--- src/rtl/pc_sequencer.sv ---
`default_nettype none
// ============================================================================
// Module      : pc_sequencer
// Description : Program-counter owner for the MIPS fetch path. Selects the
//               next PC from PC+4, branch, J-type and JR targets, arbitrates
//               simultaneous redirects, inserts flush bubbles after a
//               redirect, halts on a misaligned JR and counts redirects.
// Revision    : 1.0 - initial release
// ============================================================================
module pc_sequencer #(
    parameter logic [31:0] RESET_PC     = 32'h0000_0000,
    // Bubble cycles after an accepted redirect, legal range 1..7.
    parameter int          FLUSH_CYCLES = 1
) (
    input  logic        clk,
    input  logic        rst,
    input  logic        stall,
    input  logic        jr_en,
    input  logic [31:0] jr_target,
    input  logic        jump_en,
    input  logic [25:0] jump_index,
    input  logic        branch_en,
    input  logic [15:0] branch_offset,
    output logic [31:0] pc,
    output logic        pc_valid,
    output logic        flush,
    output logic        misaligned,
    output logic [15:0] redirect_count
);

    typedef enum logic [1:0] {
        ST_BOOT  = 2'd0,
        ST_RUN   = 2'd1,
        ST_FLUSH = 2'd2,
        ST_HALT  = 2'd3
    } state_t;

    // Flush counter is loaded with FLUSH_CYCLES-1 so that FLUSH lasts
    // exactly FLUSH_CYCLES cycles (it leaves when the counter reads zero).
    localparam logic [2:0] FLUSH_INIT = 3'(FLUSH_CYCLES - 1);
    localparam logic [15:0] COUNT_MAX = 16'hFFFF;

    state_t      state_q, state_d;
    logic [31:0] pc_q, pc_d;
    logic [15:0] redirect_count_q, redirect_count_d;
    logic [2:0]  flush_cnt_q, flush_cnt_d;
    logic        pc_valid_q;
    logic        flush_q;
    logic        misaligned_q;

    logic [31:0] pc4;
    logic [31:0] jump_target;
    logic [31:0] branch_target;
    logic [31:0] redirect_target;
    logic        redirect_req;
    logic        jr_fault;
    logic [15:0] count_inc;

    // Candidate targets and the priority-selected redirect (jr > jump > branch).
    always_comb begin
        pc4             = pc_q + 32'd4;
        jump_target     = {pc4[31:28], jump_index, 2'b00};
        branch_target   = pc4 + {{14{branch_offset[15]}}, branch_offset, 2'b00};
        redirect_req    = jr_en | jump_en | branch_en;
        jr_fault        = jr_en && (jr_target[1:0] != 2'b00);
        if (jr_en) begin
            redirect_target = jr_target;
        end else if (jump_en) begin
            redirect_target = jump_target;
        end else begin
            redirect_target = branch_target;
        end
        count_inc = (redirect_count_q == COUNT_MAX) ? redirect_count_q
                                                    : redirect_count_q + 16'd1;
    end

    // Next-state logic; every register keeps its value unless a rule moves it.
    always_comb begin
        state_d          = state_q;
        pc_d             = pc_q;
        redirect_count_d = redirect_count_q;
        flush_cnt_d      = flush_cnt_q;
        case (state_q)
            ST_BOOT: begin
                state_d = ST_RUN;
            end
            ST_RUN: begin
                if (jr_fault) begin
                    // PC stays on the faulting JR so software can inspect it.
                    state_d = ST_HALT;
                end else if (redirect_req) begin
                    // A redirect is taken even while stalled.
                    pc_d             = redirect_target;
                    redirect_count_d = count_inc;
                    flush_cnt_d      = FLUSH_INIT;
                    state_d          = ST_FLUSH;
                end else if (!stall) begin
                    pc_d = pc4;
                end
            end
            ST_FLUSH: begin
                if (flush_cnt_q == 3'd0) begin
                    state_d = ST_RUN;
                end else begin
                    flush_cnt_d = flush_cnt_q - 3'd1;
                end
            end
            ST_HALT: begin
                state_d = ST_HALT;
            end
            default: begin
                state_d = ST_BOOT;
            end
        endcase
    end

    // State, PC, counters and status outputs, all registered together.
    always_ff @(posedge clk) begin
        if (rst) begin
            state_q          <= ST_BOOT;
            pc_q             <= RESET_PC;
            redirect_count_q <= 16'd0;
            flush_cnt_q      <= 3'd0;
            pc_valid_q       <= 1'b0;
            flush_q          <= 1'b0;
            misaligned_q     <= 1'b0;
        end else begin
            state_q          <= state_d;
            pc_q             <= pc_d;
            redirect_count_q <= redirect_count_d;
            flush_cnt_q      <= flush_cnt_d;
            pc_valid_q       <= (state_d == ST_RUN);
            flush_q          <= (state_d == ST_FLUSH);
            misaligned_q     <= (state_d == ST_HALT);
        end
    end

    assign pc             = pc_q;
    assign pc_valid       = pc_valid_q;
    assign flush          = flush_q;
    assign misaligned     = misaligned_q;
    assign redirect_count = redirect_count_q;

endmodule
`default_nettype wire
--- config.mk ---
export PLATFORM = sky130hd
export DESIGN_NAME = pc_sequencer
export DESIGN_NICKNAME = d
export VERILOG_FILES = /design/src/rtl/pc_sequencer.sv
export SDC_FILE = /design/constraint.sdc
export NUM_CORES = 1
export LEC_CHECK = 0
export ABC_AREA = 1
export ABC_CLOCK_PERIOD_IN_PS = 3450
export CAP_MARGIN = 25
export CELL_PAD_IN_SITES_DETAIL_PLACEMENT = 2
export CELL_PAD_IN_SITES_GLOBAL_PLACEMENT = 2
export CORE_MARGIN = 2
export CORE_UTILIZATION = 25
export CTS_CLUSTER_SIZE = 20
export DETAILED_ROUTE_END_ITERATION = 12
export HOLD_SLACK_MARGIN = 0.02
export PLACE_DENSITY_LB_ADDON = 0.08
export SYNTH_ARGS = -nofsm -noshare
export SYNTH_HDL_FRONTEND = slang
export SYNTH_SLANG_ARGS = --single-unit
--- constraint.sdc ---
create_clock -name clk -period 3.45 [get_ports clk]
set_input_delay 0.5175 -clock clk [delete_from_list [all_inputs] [get_ports clk]]
set_output_delay 0.5175 -clock clk [all_outputs]
set_load 0.005 [all_outputs]
# After elaboration in Yosys (flattened, before gate mapping)
# Cells that the tools add are included.
[op_classes]
mux = 12
n_eq_ne = 11
n_addsub = 4
n_reduce_logical = 8
n_bitwise = 4
[op_table]
columns = ["op", "count"]
rows = [
  ["32-bit two-way mux", 4],
  ["32-bit by 3-bit adder with 32-bit output (second input constant)", 1],
  ["32-bit adder", 1],
  ["16-bit by 1-bit adder with 16-bit output (second input constant)", 1],
  ["16-bit == test (second input constant)", 1],
  ["3-bit two-way mux", 3],
  ["2-bit == test (second input constant)", 4],
  ["2-bit one-hot mux with 4 select lines", 1],
  ["4-bit AND reduction", 2],
  ["2-bit two-way mux", 3],
  ["2-bit != test (second input constant)", 3],
  ["3-bit one-hot mux with 2 select lines", 1],
  ["2-bit by 1-bit == test with 1-bit output (second input constant)", 2],
  ["2-bit nonzero test", 2],
  ["3-bit zero test", 1],
  ["3-bit AND reduction", 1],
  ["3-bit by 1-bit subtractor with 3-bit output (second input constant)", 1],
  ["2-bit zero test", 1],
  ["2-bit by 1-bit != test with 1-bit output (second input constant)", 1],
  ["1-bit inverter", 2],
  ["1-bit bitwise OR", 2],
  ["1-bit logical AND", 1],
]
[word_totals]
inputBits = 80
regBits = 56

# Depth between registers and ports, before layout
# Gate-level depths: netlist of run 1.
[depth]
depth_word = 6
mapped_depth = 25
depth_no_buf = 25

# Least setup slack after synthesis of run 1
# OpenSTA, ideal clock, no wires.
[synth_timing]
path_type = "register to register"
from = "register pc_q[2] (netlist: pc[2])"
to = "register pc_q[25] (netlist: pc[25])"
setup_time_ns = 0.070
path_stages_with_launch = 21
arrival_time_ns = 2.756
required_ns = 3.380
setup_slack_ns = 0.624
n_path_buf = 0
synth_period_minus_slack_ns = 2.826
cell_sequence = "dfxtp_1 -> ha_1 -> inv_1 -> nor2_2 -> nand2_1 -> nor2_1 -> nand2_1 -> nor2_1 -> nand2_1 -> nand2_1 -> inv_1 -> ha_1 -> nand2_1 -> nor2_1 -> nand4_1 -> or2_2 -> nand3_1 -> nand2_1 -> nand3_1 -> nand2_1 -> a21oi_1"
[synth_via]
elab_chain_len = 5
elab_cells_between_ends = 6
[synth_lines]
columns = ["item", "line", "source"]
rows = [
  ["start: declaration", "44", "logic [31:0] pc_q, pc_d;"],
  ["start signal: assignment", "129", "pc_q <= pc_d;"],
  ["32-bit by 3-bit adder with 32-bit output *", "61", "pc4 = pc_q + 32'd4;"],
  ["32-bit adder", "63", "branch_target = pc4 + {{14{branch_offset[15]}}, branch_offset, 2'b00};"],
  ["32-bit two-way mux", "68", "end else if (jump_en) begin"],
  ["32-bit two-way mux", "66", "if (jr_en) begin"],
  ["32-bit two-way mux *", "91", "end else if (redirect_req) begin"],
]
# Every way passes the cells marked *; elsewhere a longest branch is shown, timed or not. The select of a mux whose other input is x is not followed.
# A chain may end at the register's enable or synchronous reset.

# Worst setup path after layout of run 1
[layout_timing]
from = "register pc_q[6] (netlist: pc[6])"
to = "register pc_q[22] (netlist: pc[22])"
# The elaborated chain is that of the path after synthesis.

==> run_results.csv, run 1 <==
group,metric,value,unit
clocking,holdBufCountCts,0,
min_path,hold_depth,2,
logic_synthesis,yosysMostFrequentCell,"nand2_1",
detailed_routing,num_vias,7175,
job,max_cap_viol_count,0,
grt,grt_usage,0.231,
logic_synthesis,async_flop_share,0,
logic_synthesis,synth_seq_cells,56,
logic_synthesis,synth_mux_area_frac,0,
clocking,clk_path_buf_depth,2,
grt,grt_pass1_vias,7619,
logic_synthesis,ys_seq_area_frac,0.192,
timing,slew_headroom,0.542,
logic_synthesis,synth_common_cells,"nand2_1 (282), inv_1 (124), nor2_1 (124), a21oi_1 (78), o21ai_0 (69)",
power_and_ir_drop,internal_power,1.56,mW
power_and_ir_drop,irDropWorstVdd,0.000131,V
floorplanning,initial_core_util,0.256,
cells_and_area,fin_util,0.362,
logic_synthesis,synth_compound_area_frac,0.194,
grt,overflow,0,
run_status,status,"finished, final reports clean",
setup_path,cp.arrival,3.40,ns
floorplanning,die_y,157,um
timing,max_freq,311,MHz
clocking,htree_levels,2,
logic_synthesis,synth_xor_area_frac,0.0376,
logic_synthesis,synth_fa_ha_area_frac,0.0893,
detailed_routing,wl_met1,13400,um
cells_and_area,area_growth_syn_to_layout,41.5,%
setup_path,cp-end-kind,"flip-flop",
detailed_routing,dr_wl_met2,13300,um
power_and_ir_drop,seq_power_share,0.297,
floorplanning,design.portCount,131,
clocking,path_clk_slew,0.08,ns
detailed_routing,antenna_left,0,
clocking,numCtsBuffers,5,
detailed_routing,wirelength,28100,um
logic_synthesis,syn_area_per_cell,5.83,um^2
detailed_routing,routedWlPerCell,19.0,um
power_and_ir_drop,power_density,304,mW/mm^2
timing,layout_setup_ws,0.238,ns
power_and_ir_drop,p_total,2.50,mW
timing,drv_slew,0,
setup_path,crit_fanout,5,
logic_synthesis,ys_top_cells_by_area,"dfxtp_1 (19%), nand2_1 (18%), ha_1 (8.6%), inv_1 (8.0%), nor2_1 (8.0%)",
timing,min_period_over_period,0.931,
floorplanning,die-area,0.0245,mm^2
logic_synthesis,ys_warn_count,0,
cells_and_area,drive_gt1_frac,0.124,
detailed_routing,post-route-drc-count,0,
logic_synthesis,ys.flop_type,"dfxtp_1",
clocking,clock-sinks,56,
power_and_ir_drop,switching_share,0.376,
floorplanning,rows,55,
logic_synthesis,synth.distinct_cells,43,
floorplanning,die_width,157,um
placement,dp_hpwl,23700,um
setup_path,path_cells,"nand2_1 -> nor3b_4 -> nand2_1 -> nor2_2 -> xor2_2 -> ha_1 -> nand2_1 -> inv_1 -> a21oi_2 -> nand3_2 -> nand3_1 -> a21o_1 -> nand3_1 -> a21oi_2 -> nor2_1",
setup_path,start_kind,"flip-flop",
power_and_ir_drop,power.share.combinational,0.436,
detailed_routing,top_layer,"met4",
detailed_routing,drt_iter0_markers,254,
setup_path,critPathMostFrequentCell,"nand2_1",
timing,finalClockSkew,0.0118,ns
timing,hold_viol_final,0,
grt,grt_max_degree,51,
timing,final-setup-viol-count,0,
grt,grt_pass1_wl,43400,um
logic_synthesis,synth_simple_gate_area_frac,0.386,
placement,pre_cts_ws,-0.110,ns
placement,port_buffers,130,
timing,fin_crit,3.21,ns
detailed_routing,vias_per_cell,4.83,
min_path,min_path_type,"flip-flop to flip-flop",
clocking,clk_latency,0.30,ns
placement,gp_congestion,0.911,
logic_synthesis,synth_top_family_by_area,"simple AND/OR/NAND/NOR gates",
setup_path,crit_slowest_cell,"dfxtp_1",
setup_path,worstSetupPathType,"flip-flop to flip-flop",
logic_synthesis,yosysTopAreaCell,"dfxtp_1",
clocking,clockRootBuffer,"clkbuf_16",
floorplanning,core_area,0.0228,mm^2
cells_and_area,antennaDiodeCount,0,
logic_synthesis,synth_top_area_frac,0.192,
logic_synthesis,synth_cells,999,
timing,tightestPinTransition,0.686,ns
setup_path,cp_slowest_stage_delay,0.42,ns
setup_path,crit_required,3.64,ns
power_and_ir_drop,clockPowerShare,0.267,
detailed_routing,dr_wl_met3,1010,um
timing,rsz0062_at_grt,"true",
power_and_ir_drop,leakage,3.68,nW
power_and_ir_drop,power_switching,0.940,mW
logic_synthesis,netlist_area,0.00583,mm^2
setup_path,rr_worst_depth,15,
timing,fin_setup_tns,0,ns
logic_synthesis,synth-edff-count,0,
grt,antenna_found_initial,0,
detailed_routing,dr.pass1.iters,4,
logic_synthesis,syn_nets,1120,
cells_and_area,nNetsFinal,1292,
clocking,tritoncts,"done",
final timing paths:
path | slack [ns] | from | end
worst max register to register | 0.24 | pc[6]$_SDFFE_PP0P_ | pc[22]$_SDFFE_PP0P_
worst min-delay path | 0.45 | pc[1]$_SDFFE_PP0P_ | pc[1]$_SDFFE_PP0P_
worst min register to register | 0.45 | pc[1]$_SDFFE_PP0P_ | pc[1]$_SDFFE_PP0P_
worst max-delay path | 0.24 | pc[6]$_SDFFE_PP0P_ | pc[22]$_SDFFE_PP0P_
cells in the final DEF, fill, tap and decap left out, drive strengths merged, types with 6 or more instances in the layout:
master,synthesis,layout
dfxtp,56,56
nand2,282,282
o21ai,71,71
nand3,60,60
a21oi,79,79
ha,40,40
nor2,129,129
xor2,19,19
buf,7,59
xnor2,6,6
clkdlybuf4s50,0,130
and2,6,6
inv,127,127
a31oi,9,9
o21bai,9,9
o221a,10,10
or2,11,11
nand4,11,11
nor3,23,23
power groups by stage:
stage          logic (mW)  clock network (mW)  registers, mW
2_1_floorplan       0.538                   0          0.753
3_3_place_gp         1.06                   0          0.755
3_5_place_dp         1.07                   0          0.754
4_1_cts              1.08               0.683          0.741
5_1_grt              1.21               0.715          0.749
6_report             1.09               0.669          0.743
cell families (layout without fill, tap and decap cells):
group                      after synthesis  count (layout)
and+or+nand+nor                        531             531
AOI/OAI and AO/OA                      195             195
buffers and inverters                  151             323
DFF                                     56              56
adders and majority gates               41              41
xor gates and xnor gates                25              25
layer usage:
| layer | vias up | global-route usage |
|---|---|---|
| li1 | 3606 | - |
| met1 | 3423 | 0.307 |
| met2 | 126 | 0.403 |
| met3 | 20 | 0.0310 |
| met4 | 0 | 0.0398 |
| met5 | - | 0 |
timing repair:
| item | 4_1_cts | 5_1_grt |
|---|---|---|
| pin swaps | 0 | 4 |
| setup endpoints to repair | 5 | 18 |
| gates resized for setup | 5 | 44 |
| setup buffers | 0 | 1 |
metrics by stage:
stage                     area [um^2]  hold WS, ns  cells
after floorplan                  5830        0.439    999
after global placement           7860        0.432   1476
after detailed placement         7860        0.444   1476
after CTS                        8070        0.455   1483
after global routing             8240        0.474   1484
final                            8240        0.452   1484
cell type report:
type | instances | area, um^2
clock buffers | 5 | 125
well taps | 313 | 392
fillers | 2856 | 14500
clock inverters | 2 | 60.1
flip-flops and latches | 56 | 1130
inverters | 127 | 479
multi-input cells | 792 | 4310
repair buffers | 189 | 1740
state kept, by name, indices dropped and copies added (netlist names):
name / count
pc_valid: 1
misaligned: 1
flush: 1
redirect_count: 16
pc: 32
state_q: 2
flush_cnt_q: 3
worst max-delay path: cells and delay by family (launching register included):
family,cells,cell delay (ns)
xor gates and xnor gates,1,0.24
and+or+nand+nor,9,1.46
adders and majority gates,1,0.32
AOI/OAI and AO/OA,3,0.57
buffers and inverters,1,0.08
DFF,1,0.42
(Power assumes the default switching activity.)
==> inputs of run 2 (changes only) <==
--- a/config.mk
+++ b/config.mk
@@ -15,7 +15,7 @@
 export CTS_CLUSTER_SIZE = 20
 export DETAILED_ROUTE_END_ITERATION = 12
 export HOLD_SLACK_MARGIN = 0.02
-export PLACE_DENSITY_LB_ADDON = 0.08
+export PLACE_DENSITY_LB_ADDON = 0.1
 export SYNTH_ARGS = -nofsm -noshare
 export SYNTH_HDL_FRONTEND = slang
 export SYNTH_SLANG_ARGS = --single-unit
==> run_results.csv, run 2 (same netlist as run 1, synthesis figures left out) <==
group,metric,value,unit
clocking,numCtsBuffers,5,
setup_path,cp_slowest_stage_delay,0.47,ns
run_status,status,"finished, final reports clean",
cells_and_area,largest_register_ffs,32,
setup_path,start_kind,"flip-flop",
grt,grt_max_degree,51,
timing,fin_setup_tns,0,ns
setup_path,crit_slowest_cell,"dfxtp_1",
timing,rsz0062_at_grt,"true",
detailed_routing,antenna_left,0,
clocking,clockRootBuffer,"clkbuf_16",
timing,slew_headroom,0.643,
grt,antenna_found_initial,0,
power_and_ir_drop,irDropWorstVdd,0.000167,V
grt,grt_pass1_vias,7867,
detailed_routing,drt_iter0_markers,321,
power_and_ir_drop,power_density,292,mW/mm^2
timing,tightestPinTransition,0.536,ns
clocking,clock-sinks,56,
timing,min_period_over_period,0.959,
cells_and_area,postLayoutCellArea,0.00825,mm^2
placement,dpl-instance-area,0.00784,mm^2
setup_path,worstSetupPathType,"flip-flop to flip-flop",
detailed_routing,vias_per_cell,4.94,
detailed_routing,num_vias,7343,
clocking,tritoncts,"done",
floorplanning,die-area,0.0245,mm^2
clocking,clk_latency,0.30,ns
setup_path,crit_fanout,6,
grt,grt_pass1_wl,44300,um
floorplanning,core_area,0.0228,mm^2
cells_and_area,final_cell_mix,"nand2_1 (276), clkdlybuf4s50_1 (130), inv_1 (124), nor2_1 (110), a21oi_1 (72)",
detailed_routing,wirelength,29100,um
setup_path,critPathMostFrequentCell,"nand2_1",
cells_and_area,final.fill_count,2816,
timing,drv_slew,0,
detailed_routing,post-route-drc-count,0,
grt,overflow,0,
placement,gp_congestion,0.900,
setup_path,crit_required,3.69,ns
cells_and_area,area_growth_syn_to_layout,41.6,%
cells_and_area,nNetsFinal,1292,
floorplanning,die_width,157,um
timing,max_freq,302,MHz
detailed_routing,dr.pass1.iters,4,
setup_path,cp-end-kind,"flip-flop",
power_and_ir_drop,p_total,2.40,mW
grt,grt_usage,0.236,
clocking,holdBufCountCts,0,
cells_and_area,final_common_cell,"nand2_1",
power_and_ir_drop,leakage,3.66,nW
floorplanning,design.portCount,131,
clocking,htree_levels,2,
placement,port_buffers,130,
placement,dp_hpwl,24100,um
detailed_routing,routedWlPerCell,19.6,um
setup_path,cp.arrival,3.54,ns
timing,hold_viol_final,0,
job,max_cap_viol_count,0,
cells_and_area,drive_gt1_frac,0.130,
clocking,path_clk_slew,0.08,ns
cells_and_area,antennaDiodeCount,0,
floorplanning,initial_core_util,0.256,
timing,finalClockSkew,0.00542,ns
floorplanning,die_y,157,um
setup_path,path_cells,"nand2_1 -> nor2_1 -> nand2_1 -> nor3_1 -> xor2_1 -> inv_1 -> ha_1 -> nand2_2 -> nor2_4 -> nand4_1 -> or2_2 -> nand3_1 -> nand2_1 -> nand3_1 -> nand2_1 -> a21oi_1",
min_path,min_path_type,"flip-flop to flip-flop",
clocking,clk_path_buf_depth,2,
floorplanning,rows,55,
timing,final-setup-viol-count,0,
timing,fin_crit,3.31,ns
## run 2: changes by cell type in the layout (fill, tap and decap cells not counted), sizes merged
cell,change
clkinvlp,+1
bufinv,-2
clkinv,+1
clkbuf,+1
## run 2: final timing paths
| path | start | endpoint | slack [ns] | cells after the start |
|---|---|---|---|---|
| min reg2reg | pc[0]$_SDFFE_PP0P_ | pc[0]$_SDFFE_PP0P_ | 0.45 | 2 |
| max reg2reg | pc[18]$_SDFFE_PP0P_ | pc[25]$_SDFFE_PP0P_ | 0.14 | 16 |
| max | pc[18]$_SDFFE_PP0P_ | pc[25]$_SDFFE_PP0P_ | 0.14 | 16 |
| min | pc[0]$_SDFFE_PP0P_ | pc[0]$_SDFFE_PP0P_ | 0.45 | 2 |
## run 2: repair_timing
action / in CTS / in global routing
setup buffers: 0 / 4
pin swaps: 0 / 5
hold endpoints to repair: 0 / 0
setup endpoints to repair: 7 / 20
gates resized for setup: 9 / 52
## run 2: stage by stage
stage,instances,util,hold slack (ns),worst slack (ns)
final,1485,0.362,0.450,0.141
after global routing,1485,0.362,0.476,-0.0245
after CTS,1481,0.352,0.453,0.0425
after detailed placement,1473,0.344,0.441,-0.269
after global placement,1473,0.344,0.440,-0.122
after floorplan,999,-,0.439,0.624
## run 2: per-layer routing
metal,global-route usage,vias to the layer above,routed length [um]
met1,0.309,3577,13500
met4,0.0354,0,279
met5,0,-,0
met3,0.0332,12,1150
met2,0.417,152,14200
li1,-,3602,-
## run 2: area by class of cell
cell class | count | area, um^2 | area share
Timing Repair Buffer | 189 | 1740 | 0.212
Inverter | 127 | 479 | 0.0581
Clock buffer | 6 | 129 | 0.0156
Sequential cell | 56 | 1130 | 0.137
Multi-Input combinational cell | 792 | 4360 | 0.528
Clock inverter | 2 | 16.3 | 0.00197
Tap cell | 313 | 392 | 0.0475
## run 2: report_power, final
part	internal, mW	switching [mW]	total (mW)
clock	0.273	0.267	0.539
combinational	0.465	0.654	1.12
sequential	0.691	0.0559	0.747
## run 2: critical path: cells and delay by family, from the launching register on
| kind | cells | cell delay, ns |
|---|---|---|
| AOI/OAI and AO/OA | 1 | 0.11 |
| xor gates and xnor gates | 1 | 0.29 |
| adders and majority gates | 1 | 0.39 |
| buffers and inverters | 1 | 0.15 |
| DFF | 1 | 0.47 |
| and+or+nand+nor | 12 | 1.85 |
